**config.mk**
```make
export PLATFORM = sky130hd
export DESIGN_NAME = uart_rx_frame_flat
export DESIGN_NICKNAME = d
export VERILOG_FILES = /design/src/rtl/uart_rx_pkg.sv /design/src/rtl/uart_rx_frame_if.sv /design/src/rtl/uart_rx_baud_tick.sv /design/src/rtl/uart_rx_frame.sv /design/src/flat_wrapper.sv
export SDC_FILE = /design/constraint.sdc
export NUM_CORES = 1
export LEC_CHECK = 0
export BUFFER_PORTS_ARGS = -buffer_cell sky130_fd_sc_hd__buf_2
export CORE_AREA = 4 4 55 70
export DETAILED_ROUTE_END_ITERATION = 8
export DIE_AREA = 0 0 59 74
export GPL_TIMING_DRIVEN = 0
export PLACE_DENSITY = 0.86
export SETUP_SLACK_MARGIN = 0.2
export SYNTH_ARGS = -nofsm -noshare
export SYNTH_HDL_FRONTEND = slang
export SYNTH_SLANG_ARGS = --single-unit
```
**constraint.sdc**
```tcl
create_clock -name ref_clk -period 2.6 [get_ports ref_clk]
set_input_delay 0.13 -clock ref_clk [delete_from_list [all_inputs] [get_ports ref_clk]]
set_output_delay 0.13 -clock ref_clk [all_outputs]
set_load 0.05 [all_outputs]
```
**src/rtl/uart_rx_pkg.sv**
```systemverilog
// Shared types and constants for the UART frame receiver.
package uart_rx_pkg;

    localparam int unsigned DATA_BITS   = 8;
    localparam bit          PARITY_EVEN = 1'b1;

    typedef enum logic [2:0] {
        IDLE,
        START,
        DATA,
        PARITY,
        STOP,
        WAIT_IDLE
    } rx_state_t;

    // Returns 1 when data plus received parity bit do not match the configured parity.
    function automatic logic even_par_err(input logic [DATA_BITS-1:0] data, input logic p);
        return (^{data, p}) ^ !PARITY_EVEN;
    endfunction

endpackage

```
**src/rtl/uart_rx_frame_if.sv**
```systemverilog
// Serial input and byte-level output bundle of the UART frame receiver.
interface uart_rx_frame_if;
    import uart_rx_pkg::*;

    logic                 ser_in;
    logic [DATA_BITS-1:0] par_out;
    logic                 Rx_valid;
    logic                 err_par;
    logic                 err_stop;

    // master: line driver / byte consumer; slave: the receiver itself
    modport master (
        output ser_in,
        input  par_out,
        input  Rx_valid,
        input  err_par,
        input  err_stop
    );

    modport slave (
        input  ser_in,
        output par_out,
        output Rx_valid,
        output err_par,
        output err_stop
    );

endinterface

```
**src/rtl/uart_rx_baud_tick.sv**
```systemverilog
// Bit-period cycle counter: emits a 1-cycle tick at mid-start (half_i) or at each full bit period.
module uart_rx_baud_tick #(
    parameter int unsigned CLKS_PER_BIT = 15259
) (
    input  logic clk_i,
    input  logic rst_i,
    input  logic clear_i,
    input  logic half_i,
    output logic tick_o
);

    localparam int unsigned    CntW    = $clog2(CLKS_PER_BIT);
    localparam logic [CntW-1:0] HalfCnt = CntW'(CLKS_PER_BIT / 2);
    localparam logic [CntW-1:0] FullCnt = CntW'(CLKS_PER_BIT - 1);

    logic [CntW-1:0] cnt_q, cnt_d;

    always_comb begin
        cnt_d  = clear_i ? '0 : cnt_q + CntW'(1);
        tick_o = half_i ? (cnt_q == HalfCnt) : (cnt_q == FullCnt);
    end

    always_ff @(posedge clk_i) begin
        if (rst_i) begin
            cnt_q <= '0;
        end else begin
            cnt_q <= cnt_d;
        end
    end

endmodule

```
**src/rtl/uart_rx_frame.sv**
```systemverilog
// UART receiver: 8 data bits LSB first, even parity, one stop bit, idle-high line.
// Define UART_RX_SYNC_EN to pass ser_in through a 2-flop synchronizer (adds 2 cycles of latency).
module uart_rx_frame #(
    parameter int unsigned CLKS_PER_BIT = 15259,
    parameter int unsigned DATA_BITS    = 8
) (
    input  logic            ref_clk,
    input  logic            reset,
    uart_rx_frame_if.slave  bus
);
    import uart_rx_pkg::*;

    localparam int unsigned BitW = $clog2(DATA_BITS);

    logic line;

`ifdef UART_RX_SYNC_EN
    logic [1:0] sync_q;

    always_ff @(posedge ref_clk) begin
        if (reset) begin
            sync_q <= 2'b11;
        end else begin
            sync_q <= {sync_q[0], bus.ser_in};
        end
    end

    assign line = sync_q[1];
`else
    assign line = bus.ser_in;
`endif

    rx_state_t            state_q, state_d;
    logic [BitW-1:0]      bit_cnt_q, bit_cnt_d;
    logic [DATA_BITS-1:0] shreg_q, shreg_d;
    logic [DATA_BITS-1:0] par_out_q, par_out_d;
    logic                 p_err_q, p_err_d;
    logic                 err_par_q, err_par_d;
    logic                 err_stop_q, err_stop_d;
    logic                 valid_q, valid_d;
    logic                 tick, clear, half;

    uart_rx_baud_tick #(
        .CLKS_PER_BIT (CLKS_PER_BIT)
    ) u_baud (
        .clk_i   (ref_clk),
        .rst_i   (reset),
        .clear_i (clear),
        .half_i  (half),
        .tick_o  (tick)
    );

    always_comb begin
        state_d    = state_q;
        bit_cnt_d  = bit_cnt_q;
        shreg_d    = shreg_q;
        par_out_d  = par_out_q;
        p_err_d    = p_err_q;
        err_par_d  = err_par_q;
        err_stop_d = err_stop_q;
        valid_d    = 1'b0;
        clear      = 1'b0;
        half       = 1'b0;

        case (state_q)
            IDLE: begin
                if (!line) begin
                    clear   = 1'b1;
                    state_d = START;
                end
            end
            START: begin
                half = 1'b1;
                if (tick) begin
                    if (!line) begin
                        clear     = 1'b1;
                        bit_cnt_d = '0;
                        state_d   = DATA;
                    end else begin
                        state_d = IDLE;  // glitch: outputs untouched
                    end
                end
            end
            DATA: begin
                if (tick) begin
                    clear   = 1'b1;
                    shreg_d = {line, shreg_q[DATA_BITS-1:1]};
                    if (bit_cnt_q == BitW'(DATA_BITS - 1)) begin
                        bit_cnt_d = '0;
                        state_d   = PARITY;
                    end else begin
                        bit_cnt_d = bit_cnt_q + BitW'(1);
                    end
                end
            end
            PARITY: begin
                if (tick) begin
                    clear   = 1'b1;
                    p_err_d = even_par_err(shreg_q, line);
                    state_d = STOP;
                end
            end
            STOP: begin
                if (tick) begin
                    clear      = 1'b1;
                    par_out_d  = shreg_q;
                    err_par_d  = p_err_q;
                    err_stop_d = ~line;
                    valid_d    = 1'b1;
                    // A low stop bit must not be mistaken for the next start bit.
                    state_d    = line ? IDLE : WAIT_IDLE;
                end
            end
            WAIT_IDLE: begin
                if (line) begin
                    state_d = IDLE;
                end
            end
            default: state_d = IDLE;
        endcase
    end

    always_ff @(posedge ref_clk) begin
        if (reset) begin
            state_q    <= IDLE;
            bit_cnt_q  <= '0;
            shreg_q    <= '0;
            par_out_q  <= '0;
            p_err_q    <= 1'b0;
            err_par_q  <= 1'b0;
            err_stop_q <= 1'b0;
            valid_q    <= 1'b0;
        end else begin
            state_q    <= state_d;
            bit_cnt_q  <= bit_cnt_d;
            shreg_q    <= shreg_d;
            par_out_q  <= par_out_d;
            p_err_q    <= p_err_d;
            err_par_q  <= err_par_d;
            err_stop_q <= err_stop_d;
            valid_q    <= valid_d;
        end
    end

    assign bus.par_out  = par_out_q;
    assign bus.Rx_valid = valid_q;
    assign bus.err_par  = err_par_q;
    assign bus.err_stop = err_stop_q;

endmodule

```
**src/flat_wrapper.sv**
```systemverilog
// flat-port wrapper written by rule: the top's interface ports become plain ports
module uart_rx_frame_flat import uart_rx_pkg::*;
#(
    parameter int unsigned CLKS_PER_BIT = 15259,
    parameter int unsigned DATA_BITS    = 8
)
  (ref_clk, reset, bus_ser_in, bus_par_out, bus_Rx_valid, bus_err_par, bus_err_stop);
  uart_rx_frame_if bus_i ();
  input  logic ref_clk;
  input  logic reset;
  input wire logic [$bits(bus_i.ser_in)-1:0] bus_ser_in;
  output wire logic [$bits(bus_i.par_out)-1:0] bus_par_out;
  output wire logic [$bits(bus_i.Rx_valid)-1:0] bus_Rx_valid;
  output wire logic [$bits(bus_i.err_par)-1:0] bus_err_par;
  output wire logic [$bits(bus_i.err_stop)-1:0] bus_err_stop;
  assign bus_i.ser_in = bus_ser_in;
  assign bus_par_out = bus_i.par_out;
  assign bus_Rx_valid = bus_i.Rx_valid;
  assign bus_err_par = bus_i.err_par;
  assign bus_err_stop = bus_i.err_stop;
  uart_rx_frame #(.CLKS_PER_BIT(CLKS_PER_BIT), .DATA_BITS(DATA_BITS)) u_core (.ref_clk(ref_clk), .reset(reset), .bus(bus_i));
endmodule
```
# After elaboration in Yosys (flattened, before gate mapping)
# Index checks and enable logic that the tools add are counted.
[classes] n_addsub=2 mul=0 n_div=0 order_cmp=0 n_eq_ne=16 shift=0 muxes=21 n_bitwise=2 reduce_logical=11
[op_table] cell="two-way mux 3 bit" n=12
[op_table] cell="case mux 3 bit (6 select lines)" n=1
[op_table] cell="adder 14 x 1 -> 14 bit (second input constant)" n=1
[op_table] cell="== test 14 x 13 -> 1 bit (second input constant)" n=1
[op_table] cell="== test 14 bit (second input constant)" n=1
[op_table] cell="inequality test 2 x 1 -> 1 bit (second input constant)" n=5
[op_table] cell="== test 3 bit (second input constant)" n=3
[op_table] cell="parity 9 bit" n=1
[op_table] cell="AND reduction 7 bit" n=1
[op_table] cell="== test 3 x 2 -> 1 bit (second input constant)" n=2
[op_table] cell="inequality test 2 bit (second input constant)" n=3
[op_table] cell="case mux 3 bit (2 select lines)" n=1
[op_table] cell="AND reduction 2 bit" n=3
[op_table] cell="two-way mux 1 bit" n=5
[op_table] cell="AND reduction 4 bit" n=1
[op_table] cell="OR reduction 2 bit" n=2
[op_table] cell="adder 3 x 1 -> 3 bit (second input constant)" n=1
[op_table] cell="== test 3 x 1 -> 1 bit (second input constant)" n=1
[op_table] cell="zero test 3 bit" n=1
[op_table] cell="case mux 1 bit (3 select lines)" n=1
[op_table] cell="OR reduction 3 bit" n=1
[op_table] cell="two-way mux 2 bit" n=1
[op_table] cell="inverter 1 bit" n=2
[op_table] cell="nonzero test 2 bit" n=1
[word_totals] register_bits=40 latch_bits=0 mem_bits_rw=0 rom_bits=0 output_inout_bits=11 memories=0

# Depth between registers and ports, before layout
[depth] ltp_word=6 mapped_depth=7 depth_no_buf=5

# By module
# Synthesis repeated with hierarchy kept, for this count alone.
[hier_totals] cells_unflattened=218 area_unflattened_um2=1853.0
[by_module_without_submodules] mod="uart_rx_frame" n_inst=1 cells_each=138 area_per_inst_um2=1157.4 seq_area_each_um2=520.5
[by_module_without_submodules] mod="uart_rx_baud_tick" n_inst=1 cells_each=80 area_per_inst_um2=695.7 seq_area_each_um2=280.3

# Least setup slack after synthesis
# Ideal clock, no wire load.
[synth_path] kind="flip-flop to flip-flop" start="register u_core.u_baud.cnt_q[1]" end="register u_core.par_out_q[0] (netlist: u_core.bus.par_out[0])" setup_time_ps=128 arrival_ps=1840 required_time_ps=2472 slack_ps=633 path_stages_with_launch=7 path_buffers=1 period_less_slack_ps=1967 cell_sequence="dfxtp_1 or4b_1 nor4_4 o2111ai_1 buf_6 mux2i_1 nor2_1"
[synth_via] elab_chain_len=3 word_cells_on_any_way=4 cone_classes="eq/ne: 2; mux: 1; reduce/logical: 1"
[synth_rtl] item="from (decl)" line_no="uart_rx_baud_tick.sv:16" rtl="logic [CntW-1:0] cnt_q, cnt_d;"
[synth_rtl] item="from (signal assigned)" line_no="uart_rx_baud_tick.sv:27" rtl="cnt_q <= cnt_d;"
[synth_rtl] item="== test 14 bit or == test 14 x 13 -> 1 bit (tied branches)" line_no="uart_rx_baud_tick.sv:20" rtl="tick_o = half_i ? (cnt_q == HalfCnt) : (cnt_q == FullCnt);"
[synth_rtl] item="two-way mux 1 bit (*)" line_no="uart_rx_baud_tick.sv:20"
[synth_rtl] item="AND reduction 2 bit (no source line) (*)"
[synth_rtl] item="to (signal assigned)" line_no="uart_rx_frame.sv:137" rtl="par_out_q <= par_out_d;"
[synth_rtl] item="to (decl)" line_no="uart_rx_frame.sv:36" rtl="logic [DATA_BITS-1:0] par_out_q, par_out_d;"
# Mark *: on every way between the ends. The rest lies on a longest branch, timed or not.
# A chain may end at the register's enable or synchronous reset.

# Final worst setup path
[layout_path] start="register u_core.u_baud.cnt_q[10]" end="register u_core.u_baud.cnt_q[8]"
[layout_via] elab_chain_len=5 word_cells_on_any_way=7 cone_classes="eq/ne: 2; mux: 4; reduce/logical: 1"
[layout_rtl] item="== test 14 bit or == test 14 x 13 -> 1 bit (tied branches)" line_no="uart_rx_baud_tick.sv:20"
[layout_rtl] item="two-way mux 1 bit (*)" line_no="uart_rx_baud_tick.sv:20"
[layout_rtl] item="two-way mux 1 bit, on equally long branches"
[layout_rtl] item="case mux 1 bit (3 select lines) (*)" line_no="uart_rx_frame.sv:65" rtl="case (state_q)"
[layout_rtl] item="OR reduction 2 bit (no source line) (*)"
# Marked as above.

==> impl_results.md <==
* HPWL after DPL at 2232 um
* WL/cell at 12.73 um
* R2R depth at 6
* Kind of critical path: reg2reg
* RSZ-0062 raised after global routing: no
* Worst hold endpoint: u_core.u_baud.cnt_q[2]
* Post-synthesis mux area share at 10.06%
* Largest net degree at the start of global routing at 12
* R2R setup slack at 0.38 ns
* GR Overflow Total at 0
* Relative slew slack at 60.10%
* Sw power at 0.2272 mW
* Clk Latency, worst-skew pair at 0.29 ns
* Primary FF master, synth: dfxtp_1
* H-tree Lvls at 2
* Final GP Congestion at 0.8154
* Die area at 0.004366 mm^2
* IR Drop Worst-Case VDD at 0.5759 mV
* Largest family of logic cells by synthesized area: simple AND/OR/NAND/NOR gates
* Reg clk slew, reported paths at 0.07 ns
* Crit path cell chain: or4b_1, nor4_4, o21a_1, a211o_2, buf_4, nor2_1
* Initial core utilization at 57.00%
* Pleak at 0.8840 nW
* Max clock buf depth at 2
* Yosys reg bits at 40
* Global-route wire length before repair at 5623 um
* Post-CTS Repair Setup Buffers at 0
* Asr flop ratio synth at 0%
* Crit path max fanout at 10
* Final Max Tran Viols at 0
* # DRC at 0
* Yosys warns at 0
* Adder-Cell Fraction of Synth Area at 2.080%
* Setup TNS at 0 ns
* Worst Setup End Kind: flip-flop
* Fraction of layout cells with a size suffix above 1 at 12.21%
* Clk_skew at 0.006314 ns
* Vias in the first global route at 1302
* Post-Route WL at 3182 um
* Max Freq at 0.4501 GHz
* CP Buf/Inv Count at 1
* Actual slew at the worst max-slew pin at 0.5984 ns
* Clk pwr share at 39.3%
* Global-route met3 utilization at 5.035%
* Root buf cell: clkbuf_8
* Final hold vios at 0
* Synth unique cells at 39
* Post-route ant nets at 0
* Synth Area in Compound Gates at 8.252%
* Critical Path Max Stage Delay at 0.51 ns
* Total iterations of the first detailed-routing run at 4
* Layout overhead on the synthesized area at 11.51%
* DRT iter0 DRCs at 26
* Post-Syn Instances at 193
* Worst Path Arrival at 2.40 ns
* Setup Viol. Count Final at 0
* # diodes at 0
* Worst hold-check path type: in2reg
* Crit path max-delay family: simple AND/OR/NAND/NOR gates
* Core ar. at 0.003166 mm^2
* Die Wd at 59 um
* CP Launch Type: flip-flop
* TritonCTS clock tree: built
* Final nets at 219
* Internal power at 0.8667 mW
* Reg-to-reg startpoint: u_core.u_baud.cnt_q[10]
* Slowest cell on crit path: or4b_1
* TritonCTS Buffers at 5
* Synth Cell Area at 0.001804 mm^2
* Cts repair resizes at 0
* Syn_nets at 199
* Comb power frac at 3.7%
* Grt met1 use at 21.55%
* Simple-gate portion of the synthesized area at 22.40%
* Syn_area_per_cell at 9.348 um^2
* Required time worst endpoint at 2.78 ns
* Register area share after synthesis at 44.38%
* Cell Rows at 23
* Routing usage on met2 at 25.92%
* Placement Cell Area at 0.001916 mm^2
* Run status: finished clean
* Fin crit period at 2.222 ns
* Hold Path Depth at 3
* Sw Share at 20.77%
* Final instance area at 0.002012 mm^2
* XOR/XNOR Fraction of Synth Area at 9.709%
* Routed vias at 1399
* Clock sink total at 40
* IO Count at 14
* Final Cycle Share at 85.45%
* Sequential share of power at 57.0%
* Overall routing resource usage at 16.67%
* IO buf count at 13
* Vias/cell at 5.596
* Max-cap violations at 0
* Grt peak-use layer: met2
* EDFF count, synth at 0
* Fill count at 269
* HP Start: reset
* Initial antenna violation count at 0
* Power density cells at 543.7 mW/mm^2
* Die Y at 74 um
* Critical R2R Capture: u_core.u_baud.cnt_q[8]
* Post-cts hold buffer count at 0
-- worst min-delay path, delay by kind of cell --
family | cells | cell delay [ns]
AO/OA/AOI/OAI | 1 | 0.14
buffers and inverters | 1 | 0.09
AND/OR/NAND/NOR | 1 | 0.05
-- metal layers --
layer  vias up  share of wire (%)
met5         -                  0
met4         0                1.8
met2        23                 46
met1       659                 48
met3         7                4.7
li1        710                  -
-- how the worst max path moves through the flow --
stage | from | to | cells past startpoint
detailed placement | u_core.u_baud.cnt_q[10] | u_core.u_baud.cnt_q[7] | 6
global placement | u_core.u_baud.cnt_q[10] | u_core.u_baud.cnt_q[8] | 6
CTS | u_core.u_baud.cnt_q[10] | u_core.u_baud.cnt_q[7] | 6
finish | u_core.u_baud.cnt_q[10] | u_core.u_baud.cnt_q[8] | 6
floorplan | u_core.u_baud.cnt_q[1] | u_core.bus.par_out[0] | 6
global route | u_core.u_baud.cnt_q[10] | u_core.u_baud.cnt_q[8] | 6
-- kinds of logic after synthesis --
logic type      after synthesis
compound gates               20
xor+xnor                     20
fa+ha+maj                     3
buf+inv                      12
flops                        40
mux                          18
simple gates                 80
-- registers in the layout (all words and copies together), names as in the netlist --
signal and flops:
u_core.bus.err_stop 1, u_core.bus.err_par 1, u_core.bit_cnt_q 3, u_core.shreg_q 8, u_core.bus.par_out 8, u_core.p_err_q 1, u_core.bus.Rx_valid 1, u_core.u_baud.cnt_q 14
u_core.state_q 3
-- synth_stat cells, drive strengths merged, types with 2 or more instances --
master   instances  area, um^2
mux2i           17       170.2
a21oi            3       15.01
nor4             2       27.53
nand4            5       31.28
nand3b           2       15.01
nand3            7       35.03
dfxtp           40       800.8
nand4b           2       17.52
ha               3       37.54
buf              2       18.77
inv              5       18.77
and3             3       18.77
o2111ai          3       32.53
o31ai            2       15.01
xor2             9       78.83
nand2b           2       12.51
clkbuf           5       18.77
nand2            8       30.03
o21ai            4       20.02
xnor2           11       96.34
nor2            42       157.7
and4             2       17.52
-- power groups by stage --
stage	clock, mW	combinational (mW)	sequential (mW)
2_1_floorplan	0	0.0305	0.636
3_3_place_gp	0	0.0402	0.637
3_5_place_dp	0	0.0405	0.637
4_1_cts	0.441	0.0405	0.623
5_1_grt	0.467	0.0455	0.624
6_report	0.430	0.0407	0.623
-- placed cells by master, fill, tap and decap left out, types with 7 or more instances in the layout --
| cell type | instances |
|---|---|
| nor2_1 | 42 |
| dfxtp_1 | 40 |
| mux2i_1 | 17 |
| buf_2 | 13 |
| xnor2_1 | 11 |
| xor2_1 | 9 |
| nand2_1 | 8 |
| nand3_1 | 7 |
| clkbuf_8 | 7 |
-- area by class of cell --
cell class	count	area, um^2	area share (%)
clock buffers	7	96.34	4.789
plain buffers	7	37.54	1.866
flip-flops and latches	40	800.8	39.80
multi-input cells	141	947.2	47.08
well taps	37	46.29	2.301
repair buffers	13	65.06	3.234
inverters	5	18.77	0.9328
-- per-stage QoR --
stage	instances	setup slack [ns]	util (%)	power [mW]	hold WS, ns
2_1_floorplan	193	0.6326	-	0.6662	0.2739
3_3_place_gp	243	0.4314	60.51	0.6777	0.4519
3_5_place_dp	243	0.4049	60.51	0.6779	0.4642
4_1_cts	250	0.3891	63.56	1.105	0.1644
5_1_grt	250	0.2188	63.56	1.137	0.1882
6_report	250	0.3783	63.56	1.094	0.1609
(Power assumes the default switching activity.)
